File: config.mk
export PLATFORM = sky130hd
export DESIGN_NAME = noc_ring_failover_ctrl
export DESIGN_NICKNAME = d
export VERILOG_FILES = /design/src/rtl/noc_ctrl_pkg.sv /design/src/rtl/noc_swap_timer.sv /design/src/rtl/noc_ring_failover_ctrl.sv
export SDC_FILE = /design/constraint.sdc
export NUM_CORES = 1
export LEC_CHECK = 0
export BUFFER_PORTS_ARGS = -buffer_cell sky130_fd_sc_hd__buf_2
export CORE_AREA = 8 8 47 49
export CTS_BUF_LIST = sky130_fd_sc_hd__clkbuf_8
export CTS_CLUSTER_DIAMETER = 100
export CTS_CLUSTER_SIZE = 24
export DETAILED_ROUTE_END_ITERATION = 8
export DIE_AREA = 0 0 55 57
export PLACE_DENSITY = 0.82
export SKIP_LAST_GASP = 1
export SLEW_MARGIN = 20
export SYNTH_ARGS = -nofsm -noshare
export SYNTH_HDL_FRONTEND = slang
export SYNTH_SLANG_ARGS = --single-unit
File: constraint.sdc
create_clock -name clk_1p6ghz -period 6 [get_ports clk_1p6ghz]
set_clock_uncertainty 0.15 [all_clocks]
set_input_delay 0.6 -clock clk_1p6ghz [delete_from_list [all_inputs] [get_ports clk_1p6ghz]]
set_output_delay 0.6 -clock clk_1p6ghz [all_outputs]
set_load 0.005 [all_outputs]
File: src/rtl/noc_ctrl_pkg.sv
// rtl/noc_ctrl_pkg.sv - shared types and constants for the NoC ring failover controller
// Contents: state_e (fsm_state encodings IDLE=0, RETRY=1, WAIT=2, SWAP=3, FATAL=4),
//           RING0/RING1 ring_sel values, and the counter widths.
package noc_ctrl_pkg;

    typedef enum logic [2:0] {
        ST_IDLE  = 3'd0,
        ST_RETRY = 3'd1,
        ST_WAIT  = 3'd2,
        ST_SWAP  = 3'd3,
        ST_FATAL = 3'd4
    } state_e;

    localparam logic RING0 = 1'b0;
    localparam logic RING1 = 1'b1;

    localparam int RETRY_CNT_W = 4;
    localparam int SWAP_CNT_W  = 3;

endpackage

File: src/rtl/noc_swap_timer.sv
// rtl/noc_swap_timer.sv - stall timer for a ring swap
// Ports: clk, rst (sync, active-high), start (begin a swap; only honoured while idle),
//        busy (swap in progress), done (last stall cycle of the swap).
// The counter saturates at SWAP_CYCLES and never wraps.
module noc_swap_timer
    import noc_ctrl_pkg::*;
#(
    parameter int SWAP_CYCLES = 3
) (
    input  logic clk,
    input  logic rst,
    input  logic start,
    output logic busy,
    output logic done
);

    localparam logic [SWAP_CNT_W-1:0] SWAP_LAST = SWAP_CNT_W'(SWAP_CYCLES);

    logic [SWAP_CNT_W-1:0] swap_cnt_q;
    logic [SWAP_CNT_W-1:0] swap_cnt_d;

    assign busy = (swap_cnt_q != '0);
    assign done = (swap_cnt_q == SWAP_LAST);

    // Count 1..SWAP_CYCLES; the cycle holding SWAP_CYCLES is the final stall cycle.
    always_comb begin
        swap_cnt_d = swap_cnt_q;
        if (start && !busy) begin
            swap_cnt_d = SWAP_CNT_W'(1);
        end else if (done) begin
            swap_cnt_d = '0;
        end else if (busy && (swap_cnt_q < SWAP_LAST)) begin
            swap_cnt_d = swap_cnt_q + SWAP_CNT_W'(1);
        end
    end

    always_ff @(posedge clk) begin
        if (rst) begin
            swap_cnt_q <= '0;
        end else begin
            swap_cnt_q <= swap_cnt_d;
        end
    end

endmodule

File: src/rtl/noc_ring_failover_ctrl.sv
// rtl/noc_ring_failover_ctrl.sv - parity retry / ring failover controller for a dual-ring NoC
// Ports: clk_1p6ghz, rst (sync, active-high); inputs parity_error, pkt_ok, retry_ack,
//        restore_req; registered outputs veto_pulse, retry_request, ring_sel, traffic_stall,
//        failover_event, fatal, fsm_state[2:0].
// Option NOC_FAILOVER_STATS_EN adds err_count[15:0] (parity_error cycles) and
//        swap_count[7:0] (completed swaps), both saturating.
module noc_ring_failover_ctrl
    import noc_ctrl_pkg::*;
#(
    parameter int MAX_RETRY   = 3,
    parameter int SWAP_CYCLES = 3
) (
    input  logic       clk_1p6ghz,
    input  logic       rst,
    input  logic       parity_error,
    input  logic       pkt_ok,
    input  logic       retry_ack,
    input  logic       restore_req,
    output logic       veto_pulse,
    output logic       retry_request,
    output logic       ring_sel,
    output logic       traffic_stall,
    output logic       failover_event,
    output logic       fatal,
`ifdef NOC_FAILOVER_STATS_EN
    output logic [15:0] err_count,
    output logic [7:0]  swap_count,
`endif
    output logic [2:0] fsm_state
);

    localparam logic [RETRY_CNT_W-1:0] MAX_RETRY_C = RETRY_CNT_W'(MAX_RETRY);

    state_e                 state_q, state_d;
    logic [RETRY_CNT_W-1:0] retry_cnt_q, retry_cnt_d;
    logic                   ring_sel_q, ring_sel_d;
    logic                   swap_exit;
    logic                   swap_start, swap_busy, swap_done;

    logic veto_pulse_q, veto_pulse_d;
    logic retry_request_q, retry_request_d;
    logic traffic_stall_q, traffic_stall_d;
    logic failover_event_q, failover_event_d;
    logic fatal_q, fatal_d;

    // The timer is kicked on the cycle the FSM decides to enter SWAP, so the
    // stall window lines up with the SWAP state.
    assign swap_start = (state_d == ST_SWAP) && !swap_busy;

    noc_swap_timer #(
        .SWAP_CYCLES(SWAP_CYCLES)
    ) u_swap_timer (
        .clk  (clk_1p6ghz),
        .rst  (rst),
        .start(swap_start),
        .busy (swap_busy),
        .done (swap_done)
    );

    // State register and registered outputs
    always_ff @(posedge clk_1p6ghz) begin
        if (rst) begin
            state_q          <= ST_IDLE;
            retry_cnt_q      <= '0;
            ring_sel_q       <= RING0;
            veto_pulse_q     <= 1'b0;
            retry_request_q  <= 1'b0;
            traffic_stall_q  <= 1'b0;
            failover_event_q <= 1'b0;
            fatal_q          <= 1'b0;
        end else begin
            state_q          <= state_d;
            retry_cnt_q      <= retry_cnt_d;
            ring_sel_q       <= ring_sel_d;
            veto_pulse_q     <= veto_pulse_d;
            retry_request_q  <= retry_request_d;
            traffic_stall_q  <= traffic_stall_d;
            failover_event_q <= failover_event_d;
            fatal_q          <= fatal_d;
        end
    end

    // Next-state logic
    always_comb begin
        state_d     = state_q;
        retry_cnt_d = retry_cnt_q;
        ring_sel_d  = ring_sel_q;
        swap_exit   = 1'b0;
        case (state_q)
            ST_IDLE: begin
                if (parity_error) begin
                    state_d     = ST_RETRY;
                    retry_cnt_d = RETRY_CNT_W'(1);
                end else if (restore_req && (ring_sel_q == RING1)) begin
                    state_d = ST_SWAP;
                end
            end
            ST_RETRY: begin
                if (retry_ack) begin
                    state_d = ST_WAIT;
                end
            end
            ST_WAIT: begin
                // parity_error outranks pkt_ok in the same cycle
                if (parity_error) begin
                    if (retry_cnt_q < MAX_RETRY_C) begin
                        state_d     = ST_RETRY;
                        retry_cnt_d = retry_cnt_q + RETRY_CNT_W'(1);
                    end else if (ring_sel_q == RING0) begin
                        state_d = ST_SWAP;
                    end else begin
                        state_d = ST_FATAL;
                    end
                end else if (pkt_ok) begin
                    state_d     = ST_IDLE;
                    retry_cnt_d = '0;
                end
            end
            ST_SWAP: begin
                if (swap_done) begin
                    state_d     = ST_IDLE;
                    ring_sel_d  = ~ring_sel_q;
                    retry_cnt_d = '0;
                    swap_exit   = 1'b1;
                end
            end
            ST_FATAL: begin
                state_d = ST_FATAL;
            end
            default: begin
                state_d = ST_IDLE;
            end
        endcase
    end

    // Output logic: computed from the next state so outputs track it with one register stage
    always_comb begin
        veto_pulse_d     = parity_error;
        retry_request_d  = (state_d == ST_RETRY);
        traffic_stall_d  = (state_d == ST_SWAP);
        failover_event_d = swap_exit;
        fatal_d          = (state_d == ST_FATAL);
    end

    assign veto_pulse     = veto_pulse_q;
    assign retry_request  = retry_request_q;
    assign ring_sel       = ring_sel_q;
    assign traffic_stall  = traffic_stall_q;
    assign failover_event = failover_event_q;
    assign fatal          = fatal_q;
    assign fsm_state      = state_q;

`ifdef NOC_FAILOVER_STATS_EN
    logic [15:0] err_count_q, err_count_d;
    logic [7:0]  swap_count_q, swap_count_d;

    always_comb begin
        err_count_d  = err_count_q;
        swap_count_d = swap_count_q;
        if (parity_error && (err_count_q != 16'hFFFF)) begin
            err_count_d = err_count_q + 16'd1;
        end
        if (swap_exit && (swap_count_q != 8'hFF)) begin
            swap_count_d = swap_count_q + 8'd1;
        end
    end

    always_ff @(posedge clk_1p6ghz) begin
        if (rst) begin
            err_count_q  <= '0;
            swap_count_q <= '0;
        end else begin
            err_count_q  <= err_count_d;
            swap_count_q <= swap_count_d;
        end
    end

    assign err_count  = err_count_q;
    assign swap_count = swap_count_q;
`endif

endmodule

==> results.py, run 1 <==
metrics = {
    "outcome": {
        "status": "complete, no violations",
    },
    "yosys": {
        "async_reset_ff_share_pct": 0,
        "synthTopCellsByArea": "dfxtp_1 (37%), ha_1 (5.8%), a21oi_1 (3.5%)",
        "avgSynthCellArea_um2": 8.77,
        "postSynthCellCount": 98,
        "synth_seq_area_share_pct": 37.3,
        "synth_nets": 108,
        "yosysWarnings": 0,
        "synth_ff_type": "dfxtp_1",
        "ys_seq_elements": 16,
        "yosys.area.top_type_share_pct": 37.3,
        "syn_area_um2": 860,
        "yosys.area.top_type": "dfxtp_1",
        "synth_cell_types": 35,
        "synth-edff-count": 0,
    },
    "global_route": {
        "grt_pass1_wl_mm": 3.12,
        "grtUsageTotal_pct": 12.7,
        "antenna_found_initial": 0,
        "grt_pass1_vias": 720,
        "overflow": 0,
        "grt_max_degree": 15,
    },
    "drt": {
        "drt-total-wl_mm": 1.90,
        "drt-initial-drc-count": 16,
        "routedWlPerCell_um": 14.8,
        "num_vias": 775,
        "drc": 0,
        "ant_nets": 0,
        "drtPass1Iterations": 4,
        "drt-vias-per-instance": 6.01,
    },
    "worst_setup_path": {
        "cp_common_cell": "ha_1",
        "arrival_ns": 2.11,
        "cp_max_fo": 6,
        "required_ns": 5.99,
        "critPathKind": "reg -> reg",
        "worstSetupEndpointType": "flip-flop",
        "slowest_delay_ns": 0.39,
        "cp-start-kind": "flip-flop",
        "cp_slowest_cell": "a2111oi_2",
        "crit_path_cell_trace": "ha_1 > ha_1 > and2_1 > a2111oi_2 > nor3_1 > o311a_1",
    },
    "cells_and_area": {
        "drive_gt1_share_pct": 20.5,
        "syn_to_final_growth_pct": 15.1,
        "fillers": 145,
        "n_antenna_cell": 0,
        "seqCellArea_um2": 320,
        "nets": 123,
        "multiInputGateArea_um2": 493,
    },
    "cts": {
        "cts_tree": "built",
        "htree_levels": 1,
        "post_cts_resized": 0,
        "cts_buffer_depth": 2,
        "clock_latency_ns": 0.25,
        "ctsHoldBuffers": 0,
        "cts_setup_buffers": 0,
        "cts_root_buf": "clkbuf_8",
        "clkTransAtPathRegs_ns": 0.06,
        "cts_buffers": 3,
        "clkSinkCount": 16,
    },
    "power": {
        "p_int_mw": 0.196,
        "combPwrFrac_pct": 20.8,
        "p_seq_share_pct": 44.9,
        "peakVddDrop_uv": 174,
        "p_leak_nw": 0.434,
        "finalPower_mw": 0.276,
        "p_switching_mw": 0.0800,
        "p_sw_share_pct": 29.0,
        "pwr_density_cell_mw_per_mm2": 279,
        "p_clk_share_pct": 34.4,
    },
    "timing": {
        "period_share_pct": 35.3,
        "hold_viol": 0,
        "maxClockFrequency_ghz": 0.472,
        "slew_violations": 0,
        "setup_tns_ns": 0,
        "min_period_ns": 2.12,
        "rsz0062_at_grt": "no",
        "tightest_slew_ns": 0.482,
        "slew_headroom_pct": 67.6,
        "setup_viol": 0,
    },
    "floorplanning": {
        "die_area_mm2": 0.00314,
        "start_util_pct": 54.5,
        "num_io_pins": 15,
        "fp.dieH_um": 57,
        "rows": 15,
        "die_w_um": 55,
        "design.core.area_mm2": 0.00158,
    },
    "hold_path": {
        "hp-class": "reg -> reg",
    },
    "place": {
        "gp_congestion": 0.866,
        "numPortBuffers": 14,
        "dp_hpwl_mm": 1.38,
    },
    "run": {
        "max_cap_viol_count": 0,
    },
}
power by group through the flow:
stage	logic [mW]	clock network, mW	registers, mW
3_5_place_dp	0.0560	0	0.126
6_report	0.0573	0.0948	0.124
4_1_cts	0.0565	0.0969	0.123
5_1_grt	0.0639	0.0993	0.124
2_1_floorplan	0.0442	0	0.122
3_3_place_gp	0.0526	0	0.125
path summary, 6_finish.rpt:
check                                  start  slack (ns)  cells past startpoint                          to
setup / recovery  u_swap_timer.swap_cnt_q[0]        3.88                      6  u_swap_timer.swap_cnt_q[1]
hold / removal                retry_cnt_q[1]        0.38                      2              retry_cnt_q[1]
setup reg to reg  u_swap_timer.swap_cnt_q[0]        3.88                      6  u_swap_timer.swap_cnt_q[1]
hold reg to reg               retry_cnt_q[1]        0.38                      2              retry_cnt_q[1]
per-stage QoR:
step	hold WS [ns]	area, µm²	setup slack [ns]	cells	util, %
final	0.383	990	3.88	129	62.8
after global routing	0.396	990	3.78	129	62.8
after CTS	0.387	990	3.91	129	62.8
after detailed placement	0.370	935	3.92	125	59.3
after global placement	0.361	935	3.97	125	59.3
after floorplan	0.336	860	4.02	98	-
cells by family after synthesis:
family                     share of synthesized area [%]
and+or+nand+nor                                     26.8
adders and majority gates                           5.82
muxes                                               1.16
xor gates and xnor gates                            1.02
buffers and inverters                               5.39
DFF                                                 37.3
AOI/OAI and AO/OA                                   22.6
routing by layer:
layer / track usage, % / routed length (µm) / vias up / part of all wire (%)
met3: 5.19 / 156 / 2 / 8.2
li1: - / - / 385 / -
met2: 19.3 / 817 / 18 / 43
met1: 15.6 / 920 / 370 / 48
met5: 0 / 0 / - / 0
met4: 4.12 / 10 / 0 / 0.53
synth_stat cells (2+ instances only):
| cell | count |
|---|---|
| dfxtp_1 | 16 |
| nor2_1 | 8 |
| inv_1 | 7 |
| a21oi_1 | 6 |
| nor3_1 | 6 |
| a211oi_1 | 4 |
| ha_1 | 4 |
| nand2b_1 | 4 |
| nor2b_1 | 4 |
| clkbuf_1 | 3 |
| nand2_1 | 3 |
| nor4_1 | 3 |
| o21a_1 | 3 |
| and2_1 | 2 |
| nand3_1 | 2 |
| o211ai_1 | 2 |
| o311a_1 | 2 |
| o31ai_1 | 2 |
flip-flops by register name (all words and copies together), names as in the netlist:
| register | count |
|---|---|
| retry_request | 1 |
| fsm_state | 3 |
| ring_sel | 1 |
| u_swap_timer.swap_cnt_q | 3 |
| traffic_stall | 1 |
| failover_event | 1 |
| retry_cnt_q | 4 |
| veto_pulse | 1 |
| fatal | 1 |
cells in the final DEF (no fill, tap or decap), types with 2 or more instances in the layout:
| cell type | synthesis | routed |
|---|---|---|
| a211oi_1 | 4 | 4 |
| a21oi_1 | 6 | 6 |
| and2_1 | 2 | 2 |
| buf_2 | 1 | 14 |
| clkbuf_8 | 0 | 4 |
| dfxtp_1 | 16 | 16 |
| ha_1 | 4 | 4 |
| inv_1 | 7 | 7 |
| nand2_1 | 3 | 3 |
| nand2b_1 | 4 | 4 |
| nand3_1 | 2 | 2 |
| nor2_1 | 8 | 8 |
| nor2b_1 | 4 | 4 |
| nor3_1 | 6 | 6 |
| nor4_1 | 3 | 3 |
| o211ai_1 | 2 | 2 |
| o21a_1 | 3 | 3 |
| o311a_1 | 2 | 2 |
| o31ai_1 | 2 | 2 |
worst max-delay path, delay by kind of cell (launching register included):
| kind | cells | cell delay (ns) |
|---|---|---|
| and+or+nand+nor | 2 | 0.31 |
| DFF | 1 | 0.36 |
| adders and majority gates | 2 | 0.46 |
| AOI/OAI and AO/OA | 2 | 0.73 |
layout make-up:
cell class	instances	share of cell area (%)
clock buffers	4	5.56
inverters	8	3.03
multi-input cells	70	49.8
flip-flops and latches	16	32.4
well taps	17	2.15
repair buffers	14	7.08
Power figures use the tool's default switching activity.
==> run 2: changes to the inputs <==
--- a/config.mk
+++ b/config.mk
@@ -6,13 +6,13 @@
 export NUM_CORES = 1
 export LEC_CHECK = 0
 export BUFFER_PORTS_ARGS = -buffer_cell sky130_fd_sc_hd__buf_2
-export CORE_AREA = 8 8 47 49
+export CORE_AREA = 8 8 49 51
 export CTS_BUF_LIST = sky130_fd_sc_hd__clkbuf_8
 export CTS_CLUSTER_DIAMETER = 100
 export CTS_CLUSTER_SIZE = 24
 export DETAILED_ROUTE_END_ITERATION = 8
-export DIE_AREA = 0 0 55 57
-export PLACE_DENSITY = 0.82
+export DIE_AREA = 0 0 57 59
+export PLACE_DENSITY = 0.75
 export SKIP_LAST_GASP = 1
 export SLEW_MARGIN = 20
 export SYNTH_ARGS = -nofsm -noshare
==> constraint.sdc (replaced) <==
create_clock -name clk_1p6ghz -period 2 [get_ports clk_1p6ghz]
set_clock_uncertainty 0.15 [all_clocks]
set_input_delay 0.2 -clock clk_1p6ghz [delete_from_list [all_inputs] [get_ports clk_1p6ghz]]
set_output_delay 0.2 -clock clk_1p6ghz [all_outputs]
set_load 0.005 [all_outputs]
==> results.py, run 2 (synthesis results as in run 1) <==
metrics = {
    "floorplanning": {
        "design.core.area_mm2": 0.00165,
        "start_util_pct": 52.0,
        "die_area_mm2": 0.00336,
        "fp.dieH_um": 59,
        "rows": 15,
        "die_w_um": 57,
        "num_io_pins": 15,
    },
    "worst_setup_path": {
        "cp_common_cell": "ha_2",
        "cp_max_fo": 5,
        "required_ns": 2.03,
        "cp.buffers_inverters": 1,
        "cp-start-kind": "flip-flop",
        "arrival_ns": 1.96,
        "cp_slowest_cell": "or4_1",
        "worstSetupEndpointType": "flip-flop",
        "critPathTopFamily": "simple AND/OR/NAND/NOR gates",
        "slowest_delay_ns": 0.49,
        "critPathKind": "reg -> reg",
        "crit_path_cell_trace": "ha_2 > ha_2 > buf_4 > nand2b_4 > o31ai_4 > or4_1 > a21oi_1",
    },
    "timing": {
        "rsz0062_at_grt": "no",
        "setup_viol": 0,
        "maxClockFrequency_ghz": 0.518,
        "slew_headroom_pct": 59.4,
        "min_period_ns": 1.93,
        "slew_violations": 0,
        "hold_slack_ns": 0.115,
        "tightest_slew_ns": 0.603,
        "period_share_pct": 96.4,
        "hold_viol": 0,
    },
    "global_route": {
        "antenna_found_initial": 0,
        "grt_max_degree": 14,
        "grtUsageTotal_pct": 12.0,
        "overflow": 0,
        "grt_pass1_vias": 768,
        "grt_pass1_wl_mm": 3.30,
    },
    "place": {
        "dp_hpwl_mm": 1.41,
        "gp_congestion": 0.875,
        "dp.cells": 131,
        "numPortBuffers": 14,
    },
    "power": {
        "p_clk_share_pct": 32.9,
        "p_int_mw": 0.612,
        "p_leak_nw": 0.468,
        "p_seq_share_pct": 42.2,
        "p_switching_mw": 0.255,
        "pwr_density_cell_mw_per_mm2": 793,
        "p_sw_share_pct": 29.4,
        "peakVddDrop_uv": 621,
        "combPwrFrac_pct": 24.9,
    },
    "cts": {
        "cts_root_buf": "clkbuf_8",
        "htree_levels": 1,
        "clkTransAtPathRegs_ns": 0.06,
        "cts_tree": "built",
        "cts_buffer_depth": 2,
        "clkSinkCount": 16,
        "clock_latency_ns": 0.25,
        "cts_buffers": 3,
    },
    "drt": {
        "drt-total-wl_mm": 2.06,
        "ant_nets": 0,
        "routedWlPerCell_um": 15.2,
        "drtPass1Iterations": 4,
        "drt-initial-drc-count": 27,
        "num_vias": 829,
        "drc": 0,
        "drt-vias-per-instance": 6.14,
    },
    "cells_and_area": {
        "mostFrequentLayoutCell": "dfxtp_1",
        "syn_to_final_growth_pct": 27.2,
        "drive_gt1_share_pct": 32.2,
        "n_antenna_cell": 0,
        "largest_register_ffs": 4,
        "mostFrequentLayoutCells": "dfxtp_1 (15), buf_2 (14), nor2_1 (8)",
        "top_register": "retry_cnt_q",
        "fin_cells": 135,
        "nets": 129,
    },
    "hold_path": {
        "hp-class": "in -> reg",
    },
    "run": {
        "max_cap_viol_count": 0,
    },
    "outcome": {
        "status": "complete, no violations",
    },
}
run 2: changes by cell type in the layout (fill, tap and decap cells not counted), moves of 2 or more:
cell / delta
buf_4: +6
nor3_1: -2
ha_2: +2
nor3_2: +2
ha_1: -2
run 2: final cells by class:
cell class              count  area, µm²
multi-input cells          70        551
repair buffers             20        115
inverters                   8       30.0
clock buffers               4       55.1
flip-flops and latches     16        322
fillers                   131        558
well taps                  17       21.3
run 2: power by group through the flow:
stage | clock [mW] | combinational, mW | sequential, mW
4_1_cts | 0.295 | 0.197 | 0.362
6_report | 0.285 | 0.215 | 0.366
3_3_place_gp | 0 | 0.188 | 0.367
5_1_grt | 0.310 | 0.244 | 0.369
3_5_place_dp | 0 | 0.193 | 0.369
2_1_floorplan | 0 | 0.133 | 0.367
run 2: path summary, 6_finish.rpt:
check,startpoint,end,slack [ns],depth (start not counted)
max,u_swap_timer.swap_cnt_q[1],retry_cnt_q[1],0.07,7
min,rst,ring_sel,0.12,2
max reg2reg,u_swap_timer.swap_cnt_q[1],retry_cnt_q[1],0.07,7
min reg2reg,u_swap_timer.swap_cnt_q[2],u_swap_timer.swap_cnt_q[2],0.38,1
run 2: stage by stage:
stage | setup TNS, ns | worst slack (ns) | power, mW | area, µm² | util (%)
floorplan | 0 | 0.0206 | 0.500 | 860 | -
global placement | 0 | 0.0483 | 0.554 | 980 | 59.3
detailed placement | -0.00753 | -0.00753 | 0.562 | 980 | 59.3
CTS | 0 | 0.0129 | 0.853 | 1050 | 63.4
global route | 0 | 0.00269 | 0.923 | 1090 | 66.2
finish | 0 | 0.0713 | 0.867 | 1090 | 66.2
run 2: metal layers:
| metal | global-route usage (%) | wire [µm] |
|---|---|---|
| met1 | 15.1 | 918 |
| met2 | 18.6 | 917 |
| met3 | 3.65 | 174 |
| met4 | 5.03 | 47 |
| met5 | 0 | 0 |
run 2: timing repair:
action,in CTS,in global routing
hold buffers,0,0
setup endpoints to repair,1,3
resized for setup,1,11
setup buffers,0,0
pin swaps,0,2
run 2: worst register-to-register path, stage by stage (launching register included):
cell,delay (ns)
dfxtp_2,0.35
ha_2,0.18
ha_2,0.19
buf_4,0.13
nand2b_4,0.12
o31ai_4,0.10
or4_1,0.50
a21oi_1,0.16
==> run 3: changes to the inputs <==
--- a/config.mk
+++ b/config.mk
@@ -5,14 +5,15 @@
 export SDC_FILE = /design/constraint.sdc
 export NUM_CORES = 1
 export LEC_CHECK = 0
+export ABC_AREA = 1
 export BUFFER_PORTS_ARGS = -buffer_cell sky130_fd_sc_hd__buf_2
-export CORE_AREA = 8 8 49 51
+export CORE_AREA = 8 8 48 50
 export CTS_BUF_LIST = sky130_fd_sc_hd__clkbuf_8
 export CTS_CLUSTER_DIAMETER = 100
 export CTS_CLUSTER_SIZE = 24
 export DETAILED_ROUTE_END_ITERATION = 8
-export DIE_AREA = 0 0 57 59
-export PLACE_DENSITY = 0.75
+export DIE_AREA = 0 0 56 58
+export PLACE_DENSITY = 0.77
 export SKIP_LAST_GASP = 1
 export SLEW_MARGIN = 20
 export SYNTH_ARGS = -nofsm -noshare
==> results.py, run 3 <==
metrics = {
    "timing": {
        "tightest_slew_ns": 0.306,
        "rsz0062_at_grt": "no",
        "maxClockFrequency_ghz": 0.611,
        "hold_viol": 0,
        "min_period_ns": 1.64,
        "setup_viol": 0,
        "slew_violations": 0,
        "hold_slack_ns": 0.121,
        "setup_tns_ns": 0,
        "slew_headroom_pct": 79.6,
        "period_share_pct": 81.9,
    },
    "yosys": {
        "synth_commonest_cells": "nand2_1 (20), nor2_1 (17), dfxtp_1 (16), inv_1 (15), nand3_1 (8)",
        "synthTopCellsByArea": "dfxtp_1 (38%), nand2_1 (9.0%), nor2_1 (7.7%)",
        "synth-edff-count": 0,
        "yosysWarnings": 0,
        "synth_cell_types": 23,
        "ys_seq_elements": 16,
        "synth_seq_area_share_pct": 38.5,
        "synth.most_common_cell": "nand2_1",
        "yosys.area.top_type_share_pct": 38.5,
        "avgSynthCellArea_um2": 7.11,
        "async_reset_ff_share_pct": 0,
        "postSynthCellCount": 117,
        "synth_nets": 127,
        "synth_ff_type": "dfxtp_1",
        "syn_area_um2": 832,
        "yosys.area.top_type": "dfxtp_1",
    },
    "cells_and_area": {
        "mostFrequentLayoutCell": "nand2_1",
        "drive_gt1_share_pct": 27.1,
        "top_register": "retry_cnt_q",
        "nets": 145,
        "mostFrequentLayoutCells": "nand2_1 (20), nor2_1 (17), dfxtp_1 (16)",
        "syn_to_final_growth_pct": 15.5,
        "fillers": 152,
        "n_antenna_cell": 0,
        "largest_register_ffs": 4,
        "finalInstanceArea_um2": 961,
    },
    "cts": {
        "cts_root_buf": "clkbuf_8",
        "ctsHoldBuffers": 0,
        "clkSinkCount": 16,
        "cts_setup_buffers": 0,
        "htree_levels": 1,
        "cts_tree": "built",
        "cts_buffers": 3,
        "clkTransAtPathRegs_ns": 0.06,
        "post_cts_resized": 0,
        "cts_buffer_depth": 2,
        "clock_latency_ns": 0.25,
    },
    "worst_setup_path": {
        "arrival_ns": 1.67,
        "crit_path_cell_trace": "ha_1 > ha_1 > nor2_1 > nand2_1 > nand2_1 > nor2_1 > nand2_2 > nand3_2 > nand2_1 > nor2_1",
        "rrSetupSlack_ns": 0.36,
        "r2r-end": "u_swap_timer.swap_cnt_q[2]",
        "r2r-start": "u_swap_timer.swap_cnt_q[1]",
        "cp.depth": 10,
        "rr_worst_depth": 10,
        "cp-start-kind": "flip-flop",
        "required_ns": 2.03,
        "cp_slowest_cell": "dfxtp_1",
        "slowest_delay_ns": 0.37,
        "worstSetupEndpointType": "flip-flop",
        "crit_start": "u_swap_timer.swap_cnt_q[1]",
        "critPathKind": "reg -> reg",
        "cp_max_fo": 4,
        "cp.buffers_inverters": 0,
        "critPathTopFamily": "simple AND/OR/NAND/NOR gates",
    },
    "global_route": {
        "grt_max_degree": 13,
        "grt_pass1_vias": 698,
        "overflow": 0,
        "grtUsageTotal_pct": 11.1,
        "antenna_found_initial": 0,
        "grt_pass1_wl_mm": 2.86,
    },
    "power": {
        "pwr_density_cell_mw_per_mm2": 935,
        "finalPower_mw": 0.898,
        "p_leak_nw": 0.479,
        "peakVddDrop_uv": 555,
    },
    "floorplanning": {
        "design.core.area_mm2": 0.00161,
        "fp.dieH_um": 58,
        "start_util_pct": 51.6,
        "num_io_pins": 15,
        "die_area_mm2": 0.00325,
        "rows": 15,
        "die_w_um": 56,
    },
    "hold_path": {
        "hp-start": "parity_error",
        "hp-class": "in -> reg",
        "whs_endpoint": "veto_pulse",
        "hold_depth": 3,
    },
    "outcome": {
        "status": "complete, no violations",
    },
    "place": {
        "dp_hpwl_mm": 1.36,
        "gp_congestion": 0.856,
        "numPortBuffers": 14,
        "placed_area_um2": 920,
    },
    "run": {
        "max_cap_viol_count": 0,
    },
    "drt": {
        "drc": 0,
        "ant_nets": 0,
        "drt-initial-drc-count": 6,
        "routedWlPerCell_um": 11.4,
        "drt-total-wl_mm": 1.72,
        "drtPass1Iterations": 4,
        "drt-vias-per-instance": 4.98,
        "num_vias": 747,
    },
}
-- run 3: worst register-to-register path: stages, from the launching register on --
cell and delay [ns]:
dfxtp_1 0.37, ha_1 0.18, ha_1 0.22, nor2_1 0.07
nand2_1 0.09, nand2_1 0.06, nor2_1 0.11, nand2_2 0.09
nand3_2 0.08, nand2_1 0.07, nor2_1 0.09
-- run 3: how the worst max path moves through the flow --
| stage | to | slack (ns) |
|---|---|---|
| final | u_swap_timer.swap_cnt_q[2] | 0.36 |
| after global routing | u_swap_timer.swap_cnt_q[2] | 0.20 |
| after CTS | u_swap_timer.swap_cnt_q[2] | 0.36 |
| after detailed placement | retry_cnt_q[0] | 0.37 |
| after global placement | retry_cnt_q[0] | 0.41 |
| after floorplan | retry_cnt_q[0] | 0.50 |
-- run 3: routing by layer --
metal  routed length (µm)  global-route usage [%]  share of wire [%]
met4                   44                    8.25                2.6
met1                  807                    11.8                 47
met2                  824                    18.1                 48
met3                   39                    3.28                2.3
met5                    0                       0                  0
-- run 3: layout make-up --
type | instances | area (µm²) | share of cell area [%]
Multi-Input combinational cell | 80 | 433 | 45.1
Sequential cell | 16 | 320 | 33.3
Inverter | 20 | 75.1 | 7.81
Timing Repair Buffer | 14 | 70.1 | 7.29
Clock buffer | 3 | 41.3 | 4.30
Tap cell | 17 | 21.3 | 2.21
-- run 3: logic make-up (layout without fill, tap and decap cells) --
family | Yosys count | count (layout) | synth area share (%)
AND/OR/NAND/NOR | 61 | 61 | 35.2
buffers and inverters | 21 | 37 | 9.47
flip-flops | 16 | 16 | 38.5
AO/OA/AOI/OAI | 14 | 14 | 9.47
adder cells (fa/ha/maj) | 4 | 4 | 6.02
multiplexers | 1 | 1 | 1.35
-- run 3: report_power, final --
| group | leakage, nW | total, mW | switching, mW | internal (mW) |
|---|---|---|---|---|
| Clock | 0.0216 | 0.237 | 0.103 | 0.133 |
| Combinational | 0.327 | 0.275 | 0.166 | 0.109 |
| Sequential | 0.131 | 0.387 | 0.0324 | 0.355 |
| Total | 0.479 | 0.898 | 0.301 | 0.597 |
-- run 3: stage by stage --
step                      worst slack, ns  std cells  utilization (%)
after floorplan                     0.497        117                -
after global placement              0.408        147             57.0
after detailed placement            0.370        147             57.0
after CTS                           0.358        150             59.5
after global routing                0.200        150             59.5
final                               0.362        150             59.5
